[src/rtl/module_counter_gen.sv]
// module_counter_gen: prescaled up/down event counter with wrap or saturate mode.
// A free-running prescaler divides clk by COUNT and every terminal prescaler
// cycle advances a WIDTH-bit counter by one. Outputs tick_o/term_o pulses for
// chaining.
// Optional build macro COUNT_OUT_INV_EN: drive count_o inverted (active-low LEDs).
module module_counter_gen #(
  parameter int COUNT = 13500000,
  parameter int WIDTH = 6
) (
  input  logic             clk,
  input  logic             rst,
  input  logic             en_i,
  input  logic             dir_i,
  input  logic             sat_i,
  input  logic             clr_i,
  input  logic             load_i,
  input  logic [WIDTH-1:0] load_val_i,
  output logic             tick_o,
  output logic             term_o,
  output logic [WIDTH-1:0] count_o
);

  localparam int              PW       = (COUNT > 1) ? $clog2(COUNT) : 1;
  localparam logic [PW-1:0]   PRE_LAST = PW'(COUNT - 1);
  localparam logic [WIDTH-1:0] CNT_MAX = '1;
  localparam logic [WIDTH-1:0] CNT_MIN = '0;

  typedef enum logic [1:0] {
    IDLE = 2'd0,
    RUN  = 2'd1,
    HOLD = 2'd2
  } state_t;

  // Result of one counter step: new value, terminal pulse, and whether to park
  typedef struct packed {
    logic             term;
    logic             hold;
    logic [WIDTH-1:0] val;
  } step_t;

  state_t           r_state;
  state_t           w_state_nxt;
  logic [PW-1:0]    r_presc;
  logic [PW-1:0]    w_presc_nxt;
  logic [WIDTH-1:0] r_cnt;
  logic [WIDTH-1:0] w_cnt_nxt;
  logic             r_tick;
  logic             r_term;
  logic             w_tick_nxt;
  logic             w_term_nxt;
  logic             w_hold_exit;
  step_t            w_step;

  // One counter step in the requested direction. In saturate mode the step
  // that lands on the limit (or a tick arriving while already at the limit)
  // flags term and asks to park; in wrap mode term flags the roll-over.
  function automatic step_t step_cnt(input logic [WIDTH-1:0] cnt,
                                     input logic up,
                                     input logic sat);
    step_t s;
    s.term = 1'b0;
    s.hold = 1'b0;
    s.val  = cnt;
    if (up) begin
      if (cnt == CNT_MAX) begin
        s.term = 1'b1;
        if (sat) s.hold = 1'b1;
        else     s.val  = CNT_MIN;
      end else begin
        s.val = cnt + 1'b1;
        if (sat && (s.val == CNT_MAX)) begin
          s.term = 1'b1;
          s.hold = 1'b1;
        end
      end
    end else begin
      if (cnt == CNT_MIN) begin
        s.term = 1'b1;
        if (sat) s.hold = 1'b1;
        else     s.val  = CNT_MAX;
      end else begin
        s.val = cnt - 1'b1;
        if (sat && (s.val == CNT_MIN)) begin
          s.term = 1'b1;
          s.hold = 1'b1;
        end
      end
    end
    return s;
  endfunction

  // Leave HOLD once the direction points away from the parked limit or
  // saturation is switched off (clear/load are handled with higher priority).
  assign w_hold_exit = ((r_cnt == CNT_MAX) && !dir_i) ||
                       ((r_cnt == CNT_MIN) &&  dir_i) ||
                       !sat_i;

  assign w_step = step_cnt(r_cnt, dir_i, sat_i);

  // Next-state and datapath decode: clear > load > enable gate > tick step
  always_comb begin
    w_state_nxt = r_state;
    w_presc_nxt = r_presc;
    w_cnt_nxt   = r_cnt;
    w_tick_nxt  = 1'b0;
    w_term_nxt  = 1'b0;
    if (clr_i) begin
      w_cnt_nxt   = CNT_MIN;
      w_presc_nxt = '0;
      w_state_nxt = en_i ? RUN : IDLE;
    end else if (load_i) begin
      w_cnt_nxt   = load_val_i;
      w_presc_nxt = '0;
      w_state_nxt = en_i ? RUN : IDLE;
    end else if (!en_i) begin
      w_state_nxt = IDLE;
    end else begin
      case (r_state)
        HOLD: begin
          if (w_hold_exit) w_state_nxt = RUN;
        end
        default: begin
          w_state_nxt = RUN;
          if (r_presc == PRE_LAST) begin
            w_presc_nxt = '0;
            w_tick_nxt  = 1'b1;
            w_cnt_nxt   = w_step.val;
            w_term_nxt  = w_step.term;
            if (w_step.hold) w_state_nxt = HOLD;
          end else begin
            w_presc_nxt = r_presc + 1'b1;
          end
        end
      endcase
    end
  end

  // State register
  always_ff @(posedge clk or negedge rst) begin
    if (!rst) r_state <= IDLE;
    else      r_state <= w_state_nxt;
  end

  // Prescaler, counter and registered output pulses
  always_ff @(posedge clk or negedge rst) begin
    if (!rst) begin
      r_presc <= '0;
      r_cnt   <= '0;
      r_tick  <= 1'b0;
      r_term  <= 1'b0;
    end else begin
      r_presc <= w_presc_nxt;
      r_cnt   <= w_cnt_nxt;
      r_tick  <= w_tick_nxt;
      r_term  <= w_term_nxt;
    end
  end

  assign tick_o = r_tick;
  assign term_o = r_term;
`ifdef COUNT_OUT_INV_EN
  assign count_o = ~r_cnt;
`else
  assign count_o = r_cnt;
`endif

endmodule

[config.mk]
export PLATFORM = sky130hd
export DESIGN_NAME = module_counter_gen
export DESIGN_NICKNAME = d
export VERILOG_FILES = /design/src/rtl/module_counter_gen.sv
export SDC_FILE = /design/constraint.sdc
export NUM_CORES = 1
export LEC_CHECK = 0
export BUFFER_PORTS_ARGS = -buffer_cell sky130_fd_sc_hd__buf_2
export CAP_MARGIN = 0
export CORE_UTILIZATION = 45
export DETAILED_ROUTE_END_ITERATION = 10
export SETUP_SLACK_MARGIN = 0.5
export SYNTH_ARGS = -nofsm -noshare
export SYNTH_HDL_FRONTEND = slang
export SYNTH_SLANG_ARGS = --single-unit
export TNS_END_PERCENT = 100
[constraint.sdc]
create_clock -name clk -period 2.7 [get_ports clk]
set_input_delay 0.54 -clock clk [delete_from_list [all_inputs] [get_ports clk]]
set_output_delay 0.54 -clock clk [all_outputs]
set_load 0.01 [all_outputs]
==> impl_metrics.json, run 1 <==
{
  "route.detailed.drc": 0,
  "num_antenna_cells": 0,
  "p_per_area_nw_per_um2": 425,
  "period_minus_slack_ns": 2.09,
  "syn_nets": 294,
  "die_h_um": 76.1,
  "dp_cells": 354,
  "path_clk_slew_ns": 0.07,
  "drt-total-wl_um": 6180,
  "viasPerCell": 5.89,
  "synthFlopType": "dfrtp_1",
  "start_kind": "register",
  "ys_ff_latch": 34,
  "reg2regPathDepth": 8,
  "seq_area_um2": 856,
  "grt_antenna_before_repair": 0,
  "r2r_end": "count_o[3]$_DFFE_PN0P_",
  "cp-end-kind": "register",
  "cp_cell_sequence": "inv_1 -> ha_2 -> nor2b_4 -> a2bb2o_4 -> a2111oi_4 -> buf_4 -> or4b_1 -> nand3_1",
  "status": "finished, final reports clean",
  "relSlewSlack": 0.463,
  "grt_pass1_wl_um": 10300,
  "drv_cap": 0,
  "grt_use_met1": 0.330,
  "fp.dieW_um": 76.1,
  "slew_violations": 0,
  "critPathKind": "register to register",
  "clk_path_buf_depth": 2,
  "critPathMaxFanout": 8,
  "ys_types": 66,
  "met2_usage": 0.325,
  "finalNetCount": 316,
  "port_buffers": 20,
  "power_leakage_nw": 1.08,
  "max_freq_mhz": 477,
  "dieArea_um2": 5790,
  "reg2reg_from": "count_o[0]$_DFFE_PN0P_",
  "ys_seq_area_frac": 0.344,
  "num_rows": 26,
  "fin_skew_ns": 0.00796,
  "ant_nets": 0,
  "grt_max_degree": 35,
  "syn_area_um2": 2470,
  "via_count": 2166,
  "cts_buffers": 5,
  "synth_edf_count": 0,
  "syn_area_per_cell_um2": 8.96,
  "use_met3": 0.0551,
  "async_reset_ff_frac": 1.00,
  "yosysWarnings": 0,
  "num_io_pins": 21,
  "dp.final_hpwl_um": 4280,
  "multi_input_area_um2": 1510,
  "vdd_drop_max_mv": 0.246,
  "clock-root-buffer": "clkbuf_8",
  "r2r_slack_ns": 0.61,
  "setup_violations": 0,
  "hold_violations": 0,
  "drive_above_1_share": 0.228,
  "final_cell_mix": "nand2_1 (34), dfrtp_1 (30), nor2_1 (22), buf_2 (20), a21oi_1 (15)",
  "grt_usage": 0.225,
  "htree_levels": 2,
  "cts_tree": "yes",
  "worstPathArrival_ns": 2.31,
  "core_area_um2": 5200,
  "critical_path_required_ns": 2.92,
  "final_common_cell": "nand2_1",
  "start_util": 0.475,
  "wire_per_inst_um": 16.8,
  "fin_tns_setup_ns": 0,
  "gp_congestion": 0.882,
  "clkSinkCount": 34,
  "clock_latency_ns": 0.29,
  "rsz0062_at_grt": "false",
  "synth_cells": 276,
  "fillerInstances": 513,
  "worstHoldPathType": "input pin to asynchronous set/reset pin",
  "grt-ovfl-total": 0,
  "tightest_slew_ns": 0.806,
  "final_cells": 368,
  "areaGrowthSynthToFinish_pct": 11.8,
  "max_stage_delay_ns": 0.47,
  "busiest_layer": "met1",
  "cp_slowest_cell": "or4b_1",
  "drtIter0Drc": 206,
  "drtPass1Iterations": 4,
  "finalCritPeriodShare": 0.776,
  "grt_pass1_vias": 1999
}
worst max-delay path by stage:
stage                                start                endpoint  slack [ns]  depth (start not counted)
floorplan           count_o[1]$_DFFE_PN0P_  count_o[5]$_DFFE_PN0P_        0.51                          7
global placement    count_o[1]$_DFFE_PN0P_  count_o[5]$_DFFE_PN0P_        0.43                          7
detailed placement  count_o[1]$_DFFE_PN0P_  count_o[5]$_DFFE_PN0P_        0.33                          7
CTS                 count_o[0]$_DFFE_PN0P_  count_o[3]$_DFFE_PN0P_        0.51                          8
global route        count_o[0]$_DFFE_PN0P_  count_o[2]$_DFFE_PN0P_        0.49                          7
finish              count_o[0]$_DFFE_PN0P_  count_o[3]$_DFFE_PN0P_        0.61                          8
registers in the layout (all words and copies together), names as in the netlist:
| name | flops |
|---|---|
| r_state | 2 |
| term_o | 1 |
| tick_o | 1 |
| r_presc | 24 |
| count_o | 6 |
Yosys cell counts, types with 5 or more instances:
library cell,instances,share of area
nor2_1,22,0.033
ha_1,5,0.025
xnor2_1,9,0.032
dfrtp_1,34,0.34
nand2_1,35,0.053
inv_1,6,0.0091
nor3_1,7,0.014
o21ai_0,9,0.018
a211oi_1,5,0.015
a21oi_1,15,0.030
xor2_1,7,0.025
nor4_1,5,0.013
nand4_1,11,0.028
nand3_1,13,0.026
clkbuf_1,5,0.0076
critical path: cells and delay by family, from the launching register on:
| family | cells | cell delay (ns) |
|---|---|---|
| adder cells (fa/ha/maj) | 1 | 0.25 |
| AO/OA/AOI/OAI | 2 | 0.26 |
| AND/OR/NAND/NOR | 3 | 0.79 |
| buffers and inverters | 2 | 0.29 |
| flip-flops | 1 | 0.43 |
final cells by class:
cell class | instances | area share
Timing Repair Buffer | 30 | 0.0633
Clock inverter | 1 | 0.0109
Multi-Input combinational cell | 221 | 0.547
Inverter | 6 | 0.00814
Tap cell | 70 | 0.0317
Clock buffer | 6 | 0.0299
Sequential cell | 34 | 0.310
layer usage:
layer / vias up / wire length (um)
met4: 0 / 72
met2: 61 / 2680
li1: 1063 / -
met5: - / 0
met1: 1036 / 3090
met3: 6 / 346
timing repair:
action | CTS | global route
buffers inserted | 1 | 6
setup endpoints to repair | 6 | 8
hold buffers | 0 | 0
resized for setup | 3 | 5
pin swaps | 1 | 1
gates cloned | 0 | 0
cell families after synthesis:
logic type,Yosys count,synth area share
buffers and inverters,21,0.0501
adders and majority gates,5,0.0253
DFF,34,0.344
muxes,3,0.0127
AOI/OAI and AO/OA,58,0.174
and+or+nand+nor,139,0.337
xor gates and xnor gates,16,0.0567
power by group:
group          leakage, nW  switching, mW  total, mW  internal, mW
Combinational        0.563         0.0950      0.159        0.0641
Sequential           0.461         0.0197      0.538         0.518
Clock               0.0573          0.184      0.479         0.295
metrics by stage:
stage	power, mW	area, um2	util	hold slack [ns]	worst slack [ns]
global route	1.23	2770	0.531	0.388	0.488
global placement	0.690	2580	0.496	0.500	0.430
CTS	1.18	2710	0.521	0.366	0.512
finish	1.18	2770	0.531	0.344	0.605
floorplan	0.642	2470	-	0.244	0.512
detailed placement	0.692	2580	0.496	0.497	0.333
(Power assumes the default switching activity.)
==> run 2: changes to the inputs <==
--- a/config.mk
+++ b/config.mk
@@ -9,6 +9,7 @@
 export CAP_MARGIN = 0
 export CORE_UTILIZATION = 45
 export DETAILED_ROUTE_END_ITERATION = 10
+export PLACE_DENSITY = 0.65
 export SETUP_SLACK_MARGIN = 0.5
 export SYNTH_ARGS = -nofsm -noshare
 export SYNTH_HDL_FRONTEND = slang
==> constraint.sdc (replaced) <==
create_clock -name clk -period 1.9 [get_ports clk]
set_input_delay 0.38 -clock clk [delete_from_list [all_inputs] [get_ports clk]]
set_output_delay 0.38 -clock clk [all_outputs]
set_load 0.01 [all_outputs]
==> run 2 against run 1 <==
Die area did not move. Critical path depth did not move. The flow now finishes with violations (negative setup slack). Highest routed layer unchanged. Routed wire length rose by 36%.
==> impl_metrics.json, run 2 (same netlist as run 1, synthesis figures left out) <==
{
  "power_mw": 1.69,
  "max_freq_mhz": 525,
  "drv_cap": 0,
  "status": "finished with violations",
  "clock-root-buffer": "clkbuf_8",
  "dp.final_hpwl_um": 5050,
  "clock_latency_ns": 0.29,
  "final_common_cell": "buf_4",
  "clk_path_buf_depth": 2,
  "num_io_pins": 21,
  "relSlewSlack": 0.626,
  "worstPathArrival_ns": 2.09,
  "clkSinkCount": 34,
  "grt-ovfl-total": 0,
  "drtPass1Iterations": 6,
  "vdd_drop_max_mv": 0.387,
  "viasPerCell": 6.13,
  "largest_reg_flops": 24,
  "path_clk_slew_ns": 0.07,
  "critPathKind": "register to register",
  "grt_max_degree": 35,
  "cp-end-kind": "register",
  "fillerInstances": 333,
  "reg2regPathDepth": 8,
  "r2r_end": "count_o[0]$_DFFE_PN0P_",
  "drt-total-wl_um": 8390,
  "ant_nets": 0,
  "cts_tree": "yes",
  "p_per_area_nw_per_um2": 435,
  "regMostFlops": "r_presc",
  "tightest_slew_ns": 0.560,
  "grt_antenna_before_repair": 0,
  "post_dp_cell_area_um2": 3060,
  "setup_violations": 1,
  "reg2reg_from": "count_o[1]$_DFFE_PN0P_",
  "finalNetCount": 391,
  "via_count": 2722,
  "areaGrowthSynthToFinish_pct": 57.3,
  "critical_path_required_ns": 2.09,
  "slew_violations": 0,
  "port_buffers": 20,
  "num_antenna_cells": 0,
  "grt_usage": 0.298,
  "fin_skew_ns": 0.00896,
  "worst_slack_ns": -0.00498,
  "start_util": 0.475,
  "r2r_slack_ns": -0.005,
  "violations": "negative setup slack",
  "hold_violations": 0,
  "fp.dieW_um": 76.1,
  "finalCritPeriodShare": 1.00,
  "route.detailed.drc": 0,
  "final_cell_mix": "buf_4 (59), dfrtp_1 (28), nand2_1 (26), buf_6 (23), nor2_1 (20)",
  "wire_per_inst_um": 18.9,
  "die_h_um": 76.1,
  "core_area_um2": 5200,
  "worstHoldPathType": "input pin to asynchronous set/reset pin",
  "final_area_um2": 3890,
  "gp_congestion": 0.876,
  "dieArea_um2": 5790,
  "grt_pass1_wl_um": 13500,
  "drive_above_1_share": 0.519,
  "power_leakage_nw": 1.59,
  "hold_ws_ns": 0.117,
  "grt_pass1_vias": 2670,
  "startpoint": "count_o[1]$_DFFE_PN0P_",
  "period_minus_slack_ns": 1.90,
  "critPathMaxFanout": 4,
  "num_rows": 26,
  "drtIter0Drc": 281,
  "htree_levels": 2,
  "cts_buffers": 5,
  "start_kind": "register",
  "rsz0062_at_grt": "true"
}
run 2: cell types whose count changed in the layout (fill, tap and decap cells not counted), moves of 4 or more:
| cell | previous run | this run |
|---|---|---|
| nand2_1 | 34 | 26 |
| a21oi_1 | 15 | 8 |
| buf_4 | 10 | 59 |
| ha_1 | 4 | 0 |
| buf_6 | 0 | 23 |
| nor3_1 | 7 | 3 |
| a21oi_4 | 0 | 5 |
| nand2_2 | 1 | 5 |
| nor3_4 | 0 | 4 |
| o21ai_0 | 9 | 3 |
| o21ai_1 | 2 | 6 |
| and4_4 | 1 | 5 |
| and2_4 | 0 | 4 |
| nor4_1 | 5 | 0 |
run 2: timing repair:
action | CTS | global route
buffers inserted | 30 | 6
pin swaps | 47 | 29
cloned | 2 | 0
hold buffers | 0 | 0
gates resized for setup | 60 | 25
endpoints found under the setup margin | 38 | 40
run 2: final cells by class:
| class | instances | area, um2 | area share |
|---|---|---|---|
| Multi-Input combinational cell | 222 | 1940 | 0.498 |
| Timing Repair Buffer | 104 | 890 | 0.229 |
| Sequential cell | 34 | 858 | 0.221 |
| Tap cell | 70 | 87.6 | 0.0225 |
| Clock buffer | 7 | 86.3 | 0.0222 |
| Inverter | 6 | 25.0 | 0.00644 |
| Clock inverter | 1 | 5.00 | 0.00129 |
run 2: worst max-delay path by stage:
| stage | endpoint | cells after the start |
|---|---|---|
| global route | r_state[0]$_DFFE_PN0P_ | 8 |
| finish | count_o[0]$_DFFE_PN0P_ | 8 |
| CTS | count_o[0]$_DFFE_PN0P_ | 8 |
| global placement | count_o[0]$_DFFE_PN0P_ | 7 |
| detailed placement | count_o[0]$_DFFE_PN0P_ | 7 |
| floorplan | count_o[5]$_DFFE_PN0P_ | 7 |
run 2: metal layers:
| metal | GRT usage | share of wire | up-vias |
|---|---|---|---|
| met5 | 0 | 0 | - |
| met4 | 0.123 | 0.023 | 0 |
| met3 | 0.0587 | 0.075 | 28 |
| met2 | 0.460 | 0.47 | 137 |
| met1 | 0.408 | 0.43 | 1341 |
| li1 | - | - | 1216 |
run 2: report_power, final:
group          switching, mW  total, mW  internal [mW]
sequential            0.0161      0.752          0.736
clock                  0.271      0.563          0.293
combinational          0.204      0.375          0.171
total                  0.491       1.69           1.20
run 2: worst max-delay path, stage by stage (launching register included):
cell and delay (ns):
dfrtp_2 0.41, inv_4 0.06, ha_4 0.15, nor2b_4 0.12, a2bb2o_4 0.21, a2111oi_4 0.40
buf_4 0.22, nor3_2 0.05, nor4_2 0.19
run 2: metrics by stage:
step | util | TNS, ns | std cells | setup slack (ns)
4_1_cts | 0.714 | 0 | 438 | 0.0457
2_1_floorplan | - | -0.0720 | 276 | -0.0720
5_1_grt | 0.747 | -0.173 | 444 | -0.0742
6_report | 0.747 | -0.00498 | 444 | -0.00498
3_5_place_dp | 0.588 | -0.00325 | 398 | -0.00325
3_3_place_gp | 0.588 | 0 | 398 | 0.0443
